==> src/rtl/alu_seq.sv <==
// Handshaked sequential ALU: one op per valid/ready transfer, registered result and flags,
// shifts iterated SHIFT_STEP bits per cycle.
//   state   | meaning
//   IDLE    | no result held, ready for an op
//   SHIFT   | iterating a shift, input stalled
//   DONE    | result/flags valid, waiting for the consumer
module alu_seq #(
  parameter int WIDTH      = 16,
  parameter int SHIFT_STEP = 1
) (
  input  logic             clk,
  input  logic             rst_n,
  input  logic             in_valid,
  output logic             in_ready,
  input  logic [2:0]       select,
  input  logic             arith,
  input  logic [WIDTH-1:0] in_a,
  input  logic [WIDTH-1:0] in_b,
  output logic             out_valid,
  input  logic             out_ready,
  output logic [WIDTH-1:0] alu_out,
  output logic             flag_z,
  output logic             flag_n,
  output logic             flag_c,
  output logic             flag_v,
  output logic             busy
);

  localparam int LW = $clog2(WIDTH);
  localparam int CW = LW + 1;

  localparam logic [1:0] S_IDLE  = 2'd0;
  localparam logic [1:0] S_SHIFT = 2'd1;
  localparam logic [1:0] S_DONE  = 2'd2;

  localparam logic [2:0] OP_ADD = 3'd0, OP_SUB = 3'd1, OP_AND = 3'd2, OP_OR  = 3'd3;
  localparam logic [2:0] OP_XOR = 3'd4, OP_SHL = 3'd5, OP_SHR = 3'd6, OP_CMP = 3'd7;

  logic [1:0]       r_state;
  logic [WIDTH-1:0] r_out;
  logic             r_z, r_n, r_c, r_v;
  logic [WIDTH-1:0] r_sh_val;
  logic [CW-1:0]    r_sh_rem;
  logic             r_sh_left;
  logic             r_arith;

  logic             w_accept;
  logic [LW-1:0]    w_n;
  logic             w_shift_go;
  logic [WIDTH:0]   w_sum, w_diff;
  logic             w_gt;
  logic [WIDTH-1:0] w_res;
  logic             w_c, w_v;

  assign in_ready   = (r_state == S_IDLE) || ((r_state == S_DONE) && out_ready);
  assign out_valid  = (r_state == S_DONE);
  assign busy       = (r_state == S_SHIFT);
  assign alu_out    = r_out;
  assign flag_z     = r_z;
  assign flag_n     = r_n;
  assign flag_c     = r_c;
  assign flag_v     = r_v;

  assign w_accept   = in_valid && in_ready;
  assign w_n        = in_b[LW-1:0];
  assign w_shift_go = ((select == OP_SHL) || (select == OP_SHR)) && (w_n != '0);
  assign w_sum      = {1'b0, in_a} + {1'b0, in_b};
  assign w_diff     = {1'b0, in_a} - {1'b0, in_b};
  assign w_gt       = arith ? ($signed(in_a) > $signed(in_b)) : (in_a > in_b);

  // Single-cycle result; shifts only land here when the amount is zero.
  always_comb begin
    w_res = '0;
    w_c   = 1'b0;
    w_v   = 1'b0;
    case (select)
      OP_ADD: begin
        w_res = w_sum[WIDTH-1:0];
        w_c   = w_sum[WIDTH];
        w_v   = (in_a[WIDTH-1] == in_b[WIDTH-1]) && (w_sum[WIDTH-1] != in_a[WIDTH-1]);
      end
      OP_SUB: begin
        w_res = w_diff[WIDTH-1:0];
        w_c   = w_diff[WIDTH];
        w_v   = (in_a[WIDTH-1] != in_b[WIDTH-1]) && (w_diff[WIDTH-1] != in_a[WIDTH-1]);
      end
      OP_AND:         w_res = in_a & in_b;
      OP_OR:          w_res = in_a | in_b;
      OP_XOR:         w_res = in_a ^ in_b;
      OP_SHL, OP_SHR: w_res = in_a;
      OP_CMP:         w_res = (in_a == in_b) ? '0 : (w_gt ? WIDTH'(1) : WIDTH'(2));
      default:        w_res = '0;
    endcase
  end

  logic [CW-1:0]       w_step;
  logic [CW-1:0]       w_rem_next;
  logic [WIDTH:0]      w_l_ext;
  logic [WIDTH:0]      w_r_log;
  logic signed [WIDTH:0] w_r_ari;
  logic [WIDTH-1:0]    w_sh_next;
  logic                w_sh_c;

  assign w_step     = (r_sh_rem < CW'(SHIFT_STEP)) ? r_sh_rem : CW'(SHIFT_STEP);
  assign w_rem_next = r_sh_rem - w_step;
  // One guard bit beyond each end captures the last bit shifted out.
  assign w_l_ext    = {1'b0, r_sh_val} << w_step;
  assign w_r_log    = {r_sh_val, 1'b0} >> w_step;
  assign w_r_ari    = $signed({r_sh_val, 1'b0}) >>> w_step;

  always_comb begin
    w_sh_next = '0;
    w_sh_c    = 1'b0;
    if (r_sh_left) begin
      w_sh_next = w_l_ext[WIDTH-1:0];
      w_sh_c    = w_l_ext[WIDTH];
    end else if (r_arith) begin
      w_sh_next = w_r_ari[WIDTH:1];
      w_sh_c    = w_r_ari[0];
    end else begin
      w_sh_next = w_r_log[WIDTH:1];
      w_sh_c    = w_r_log[0];
    end
  end

  always_ff @(posedge clk or negedge rst_n) begin
    if (!rst_n) begin
      r_state   <= S_IDLE;
      r_out     <= '0;
      r_z       <= 1'b0;
      r_n       <= 1'b0;
      r_c       <= 1'b0;
      r_v       <= 1'b0;
      r_sh_val  <= '0;
      r_sh_rem  <= '0;
      r_sh_left <= 1'b0;
      r_arith   <= 1'b0;
    end else if (r_state == S_SHIFT) begin
      r_sh_val <= w_sh_next;
      r_sh_rem <= w_rem_next;
      if (w_rem_next == '0) begin
        r_out   <= w_sh_next;
        r_z     <= (w_sh_next == '0);
        r_n     <= w_sh_next[WIDTH-1];
        r_c     <= w_sh_c;
        r_v     <= 1'b0;
        r_state <= S_DONE;
      end
    end else if (w_accept) begin
      if (w_shift_go) begin
        r_sh_val  <= in_a;
        r_sh_rem  <= {1'b0, w_n};
        r_sh_left <= (select == OP_SHL);
        r_arith   <= arith;
        r_state   <= S_SHIFT;
      end else begin
        r_out   <= w_res;
        r_z     <= (w_res == '0);
        r_n     <= w_res[WIDTH-1];
        r_c     <= w_c;
        r_v     <= w_v;
        r_state <= S_DONE;
      end
    end else if (out_ready || (r_state != S_DONE)) begin
      r_state <= S_IDLE;
    end
  end

endmodule

==> config.mk <==
export PLATFORM = sky130hd
export DESIGN_NAME = alu_seq
export DESIGN_NICKNAME = d
export VERILOG_FILES = /design/src/rtl/alu_seq.sv
export SDC_FILE = /design/constraint.sdc
export NUM_CORES = 1
export LEC_CHECK = 0
export CORE_MARGIN = 2
export CORE_UTILIZATION = 52
export CTS_CLUSTER_DIAMETER = 100
export DETAILED_ROUTE_END_ITERATION = 7
export PLACE_DENSITY = 0.78
export SYNTH_ARGS = -nofsm -noshare
export SYNTH_HDL_FRONTEND = slang
export SYNTH_SLANG_ARGS = --single-unit
==> constraint.sdc <==
create_clock -name clk -period 3 [get_ports clk]
set_input_delay 0.6 -clock clk [delete_from_list [all_inputs] [get_ports clk]]
set_output_delay 0.6 -clock clk [all_outputs]
set_load 0.02 [all_outputs]
==> results of run 1 <==
repair_timing:
item,in CTS,in global routing
buffers inserted,25,7
endpoints found under the setup margin,31,14
pin swaps,37,35
gates resized for setup,140,80
Yosys cell counts, types with 3 or more instances:
cell	count	area share, %
o31ai_1	7	1.0
o32ai_1	3	0.51
nand4_1	8	0.97
o21bai_1	5	0.73
nand3_1	11	1.1
dfrtp_1	44	21
o21ai_0	56	5.4
inv_1	61	4.4
o22ai_1	7	0.85
a21o_1	7	1.0
and2_1	3	0.36
or3_1	6	0.73
nand2b_1	8	0.97
o221ai_1	12	2.0
a31oi_1	4	0.49
o2111ai_1	4	0.68
buf_1	3	0.22
nor2_1	64	4.7
a221o_1	13	2.5
o211ai_1	5	0.73
mux2i_1	24	4.7
a22oi_1	16	2.3
nor3_1	23	2.2
nor4_1	4	0.49
nor3b_1	3	0.44
a21oi_1	60	5.8
buf_2	15	1.5
a221oi_1	9	1.5
o21a_1	3	0.44
nor2b_1	8	0.97
nand2_1	53	3.9
xnor2_1	9	1.5
and3_1	3	0.36
clkbuf_1	22	1.6
a211oi_1	8	1.2
ha_1	49	12
final cells by class:
class	instances	area, um^2
Sequential cell	44	1101
Tap cell	133	166.4
Multi-Input combinational cell	537	4250
Fill cell	593	1668
Clock buffer	5	68.82
Timing Repair Buffer	267	2181
Inverter	61	236.5
Clock inverter	2	12.51
where the power goes:
group | internal, mW | switching (mW) | total (mW)
clock network | 0.158 | 0.217 | 0.375
registers | 0.853 | 0.290 | 1.14
logic | 1.26 | 1.48 | 2.73
logic make-up (layout without fill, tap and decap cells):
group / count (synthesis) / after routing / synth area share (%)
AO/OA/AOI/OAI: 239 / 239 / 31.04
XOR/XNOR: 11 / 11 / 1.870
adder cells (fa/ha/maj): 51 / 51 / 12.68
buffers and inverters: 103 / 335 / 8.088
flip-flops: 44 / 44 / 21.37
multiplexers: 26 / 26 / 5.101
AND/OR/NAND/NOR: 210 / 210 / 19.84
registers in the layout, indices dropped and copies added (netlist names):
name and count:
r_arith 1, alu_out 16, r_state 2, r_sh_left 1, r_sh_val 16, flag_v 1
flag_z 1, r_sh_rem 5, flag_c 1
how the worst max path moves through the flow:
| stage | startpoint | endpoint | cells after the start |
|---|---|---|---|
| final | in_b[0] | flag_z$_DFFE_PN0P_ | 12 |
| after global routing | in_b[0] | flag_z$_DFFE_PN0P_ | 12 |
| after CTS | in_b[0] | flag_z$_DFFE_PN0P_ | 12 |
| after detailed placement | in_a[3] | flag_z$_DFFE_PN0P_ | 12 |
| after global placement | in_a[3] | flag_z$_DFFE_PN0P_ | 12 |
| after floorplan | in_a[3] | flag_z$_DFFE_PN0P_ | 12 |
routing by layer:
layer	routed length (um)	GRT usage [%]
met1	8441	49.74
met5	0	0
met2	10510	65.37
met4	1797	19.40
met3	2601	6.293
critical path: stages:
cell,delay (ns)
buf_8,0.11
ha_4,0.17
fa_2,0.45
a21oi_4,0.24
o21ai_2,0.07
nor2b_2,0.17
xor2_1,0.17
a221oi_2,0.44
nand4_1,0.18
or4_4,0.57
nor4_4,0.22
a31o_1,0.17
==> impl_metrics.yaml, run 1 <==
run_status:
  status: "complete, but fails checks"
  violations: "setup timing"
yosys:
  synth_cell_types: 71
  syn_nets: 775
  synthCells: 684
  synth_edf_count: 0
  synth_area_um2: 5151
  ys_seq_elements: 44
  synthFlopType: "dfrtp_1"
  ys_seq_area_share_pct: 21.37
  yosysWarnings: 0
  syn_avg_cell_area_um2: 7.531
  synthArstFlopShare_pct: 100.0
die:
  start_util_pct: 53.19
  dieArea_um2: 10720
  die_x_um: 103.5
  dieHeight_um: 103.5
  rows: 36
  core-area_um2: 9684
  ios: 63
finish:
  finalInstanceArea_um2: 8016
  nNetsFinal: 1007
  diodes: 0
  syn2layout_area_growth_pct: 55.62
  final_cell_count_no_fill: 1049
  mostFrequentLayoutCells: "buf_4, nor2_1, a21oi_1, o21ai_0, nand2_1"
  mostFrequentLayoutCell: "buf_4"
  drive_gt1_share_pct: 37.77
  final_util_pct: 82.78
power:
  power_mw: 4.252
  p_leak_nw: 3.624
  powerDensity_nw_per_um2: 530.4
  vdd_drop_max_v: 0.0004172
timing:
  drv_slew: 0
  relSlewSlack_pct: 30.76
  fin_tns_setup_ns: -0.5698
  setup_violations: 4
  setup_ws_ns: -0.3112
  fmaxAchievable_mhz: 302.0
  rsz0062_at_grt: "true"
  finalCritPeriodShare_pct: 110.4
  worst_slew_pin_slew_ns: 1.039
  period_minus_slack_ns: 3.311
  skew_ns: 0.01643
  fin_hold_ws_ns: 0.4361
  final-hold-violation-count: 0
setup_path:
  r2r-start: "r_sh_rem[1]$_DFFE_PN0P_"
  worstSetupPathType: "in2reg"
  r2r-end: "flag_z$_DFFE_PN0P_"
  crit_arrival_ns: 3.58
  worstSetupStartpointType: "primary input"
  crit_path_end_kind: "flop"
  reg2regPathDepth: 10
  crit_required_ns: 3.27
  cp_max_fo: 3
  ff2ff_setup_slack_ns: 0.09
global_route:
  grt_start_max_net_pins: 45
  grt_overflow: 0
  grt_pass1_wl_mm: 34.24
  grt.total_usage_pct: 39.34
  grt_pass1_vias: 6745
  grt_antenna_before_repair: 0
cts:
  clock_path_buffers: 2
  clk_pin_slew_ns: 0.10
  clock-root-buffer: "clkbuf_8"
  htree_levels: 2
  cts_buffers: 5
  holdBufCountCts: 0
  insertion_delay_ns: 0.32
  cts.sink_count: 44
  cts_tree: "done"
hold_path:
  hold_class: "in2async"
placed_design:
  dp_hpwl_mm: 15.58
  pre_cts_ws_ns: -0.9952
  dp_cells: 1012
  place.gp.congestion: 0.9903
  portBuffers: 62
  dpl_cell_area_um2: 7104
routing:
  ant_nets: 0
  remaining_drc_errors: 0
  routedWlPerCell_um: 22.26
  drt_iter0_drc: 750
  vias: 6912
  drtPass1Iterations: 7
  wl_mm: 23.35
  viasPerCell: 6.589
job:
  cap_violations: 0
Power figures use the tool's default switching activity.
==> run 2, diff against run 1 <==
--- a/config.mk
+++ b/config.mk
@@ -5,7 +5,7 @@
 export SDC_FILE = /design/constraint.sdc
 export NUM_CORES = 1
 export LEC_CHECK = 0
-export CORE_MARGIN = 2
+export CORE_MARGIN = 3
 export CORE_UTILIZATION = 52
 export CTS_CLUSTER_DIAMETER = 100
 export DETAILED_ROUTE_END_ITERATION = 7
==> impl_metrics.yaml, run 2 (synthesis gave the netlist of run 1 again) <==
placed_design:
  dp_hpwl_mm: 15.53
  place.gp.congestion: 1.035
  dp_cells: 1022
  dpl_cell_area_um2: 7217
  pre_cts_ws_ns: -1.053
  portBuffers: 62
die:
  dieHeight_um: 105.5
  core-area_um2: 9415
  start_util_pct: 54.71
  rows: 35
  dieArea_um2: 11140
  ios: 63
  die_x_um: 105.5
power:
  vdd_drop_max_v: 0.0004092
  p_int_mw: 2.361
  power_mw: 4.521
  p_clk_share_pct: 8.8
  p_sw_mw: 2.160
  powerDensity_nw_per_um2: 531.1
  swShare_pct: 47.77
  p_leak_nw: 3.815
  seqPwrFrac_pct: 25.3
  combPwrFrac_pct: 66.0
routing:
  remaining_drc_errors: 0
  viasPerCell: 7.112
  vias: 7681
  drt_iter0_drc: 1269
  routedWlPerCell_um: 26.45
  ant_nets: 0
  drtPass1Iterations: 7
  wl_mm: 28.57
job:
  cap_violations: 0
cts:
  cts_buffers: 5
  holdBufCountCts: 0
  clock_path_buffers: 2
  htree_levels: 2
  insertion_delay_ns: 0.31
  clk_pin_slew_ns: 0.09
  cts.sink_count: 44
  clock-root-buffer: "clkbuf_8"
  cts_tree: "done"
setup_path:
  crit_required_ns: 3.25
  max_stage_delay_ns: 0.64
  cpMaxStageDelayCell: "or4_4"
  crit_path_end_kind: "flop"
  crit_arrival_ns: 3.92
  crit_chain: "buf_2, inv_2, ha_4, a211oi_4, o21bai_1, a21o_1, a21o_1, a221oi_2, nand4_1, or4_4, nor4_4, a31o_1"
  worstSetupPathType: "in2reg"
  crit_top_cell: "a21o_1"
  worstSetupStartpointType: "primary input"
  cp_max_fo: 4
finish:
  mostFrequentLayoutCell: "buf_4"
  final_cell_count_no_fill: 1080
  syn2layout_area_growth_pct: 65.27
  nNetsFinal: 1041
  diodes: 0
  finalInstanceArea_um2: 8513
  drive_gt1_share_pct: 42.06
  seq_area_um2: 1101
  fillers: 391
  multi_input_area_um2: 4437
  mostFrequentLayoutCells: "buf_4, nor2_1, nand2_1"
timing:
  setup_ws_ns: -0.6670
  period_minus_slack_ns: 3.667
  fmaxAchievable_mhz: 272.7
  rsz0062_at_grt: "true"
  finalCritPeriodShare_pct: 122.2
  drv_slew: 0
  fin_tns_setup_ns: -2.915
  worst_slew_pin_slew_ns: 1.176
  relSlewSlack_pct: 21.28
  skew_ns: 0.007135
  final-hold-violation-count: 0
  setup_violations: 12
global_route:
  grt_pass1_wl_mm: 36.74
  grt_overflow: 0
  grt.total_usage_pct: 41.12
  grt_antenna_before_repair: 0
  grt_pass1_vias: 6960
  grt_start_max_net_pins: 45
hold_path:
  hold_class: "in2async"
run_status:
  violations: "setup timing"
  status: "complete, but fails checks"
==> run 2: cell count changes in the layout (fill, tap and decap cells not counted), sizes merged <==
cell and change:
buf +39, clkbuf -9, dlygate4sd2 +5, clkdlybuf4s15 +3, dlymetal6s2s -3, clkinv +1
clkinvlp -1
==> run 2: per-layer routing <==
layer | vias to the layer above | wire length [um] | track usage, %
li1 | 3044 | - | -
met5 | - | 0 | 0
met4 | 0 | 3013 | 24.88
met2 | 839 | 12150 | 67.58
met3 | 342 | 4530 | 7.961
met1 | 3456 | 8881 | 49.60
==> run 2: path summary, 6_finish.rpt <==
path	from	end	slack, ns	depth (start not counted)
max	in_b[1]	flag_z$_DFFE_PN0P_	-0.67	12
min	rst_n	r_sh_val[3]$_DFFE_PN0P_	0.46	1
max reg2reg	r_sh_rem[1]$_DFFE_PN0P_	flag_z$_DFFE_PN0P_	-0.33	10
min reg2reg	alu_out[12]$_DFFE_PN0P_	alu_out[12]$_DFFE_PN0P_	0.51	2
max in group asynchronous	rst_n	alu_out[12]$_DFFE_PN0P_	1.92	1
min in group clk	alu_out[12]$_DFFE_PN0P_	alu_out[12]$_DFFE_PN0P_	0.51	2
==> run 2: critical path: cells and delay by family <==
| family | cells | cell delay, ns |
|---|---|---|
| compound gates | 6 | 1.56 |
| simple gates | 3 | 1.16 |
| buf+inv | 2 | 0.31 |
| fa+ha+maj | 1 | 0.27 |
==> run 2: final cells by class <==
cell class	count	area share, %
multi-input cells	537	52.12
repair buffers	301	29.19
flip-flops and latches	44	12.93
inverters	61	2.778
well taps	129	1.896
clock buffers	6	0.9700
clock inverters	2	0.1176
==> run 2: through the flow <==
step	hold slack, ns	utilization, %
2_1_floorplan	0.3044	-
3_3_place_gp	0.4649	76.65
3_5_place_dp	0.4863	76.65
4_1_cts	0.4764	85.59
5_1_grt	0.5138	90.42
6_report	0.4623	90.42
==> run 2: power by group through the flow <==
| stage | Sequential, mW | Combinational [mW] | Clock, mW |
|---|---|---|---|
| after global routing | 1.16 | 3.12 | 0.419 |
| after global placement | 1.11 | 2.30 | 0 |
| after floorplan | 1.17 | 1.26 | 0 |
| after detailed placement | 1.12 | 2.37 | 0 |
| after CTS | 1.12 | 2.59 | 0.390 |
| final | 1.14 | 2.98 | 0.396 |
==> run 2: what timing repair did <==
action	in CTS	in global routing
endpoints found under the setup margin	30	11
hold endpoints to repair	0	0
pin swaps	52	53
resized for setup	175	86
setup buffers	39	17
cloned	0	0
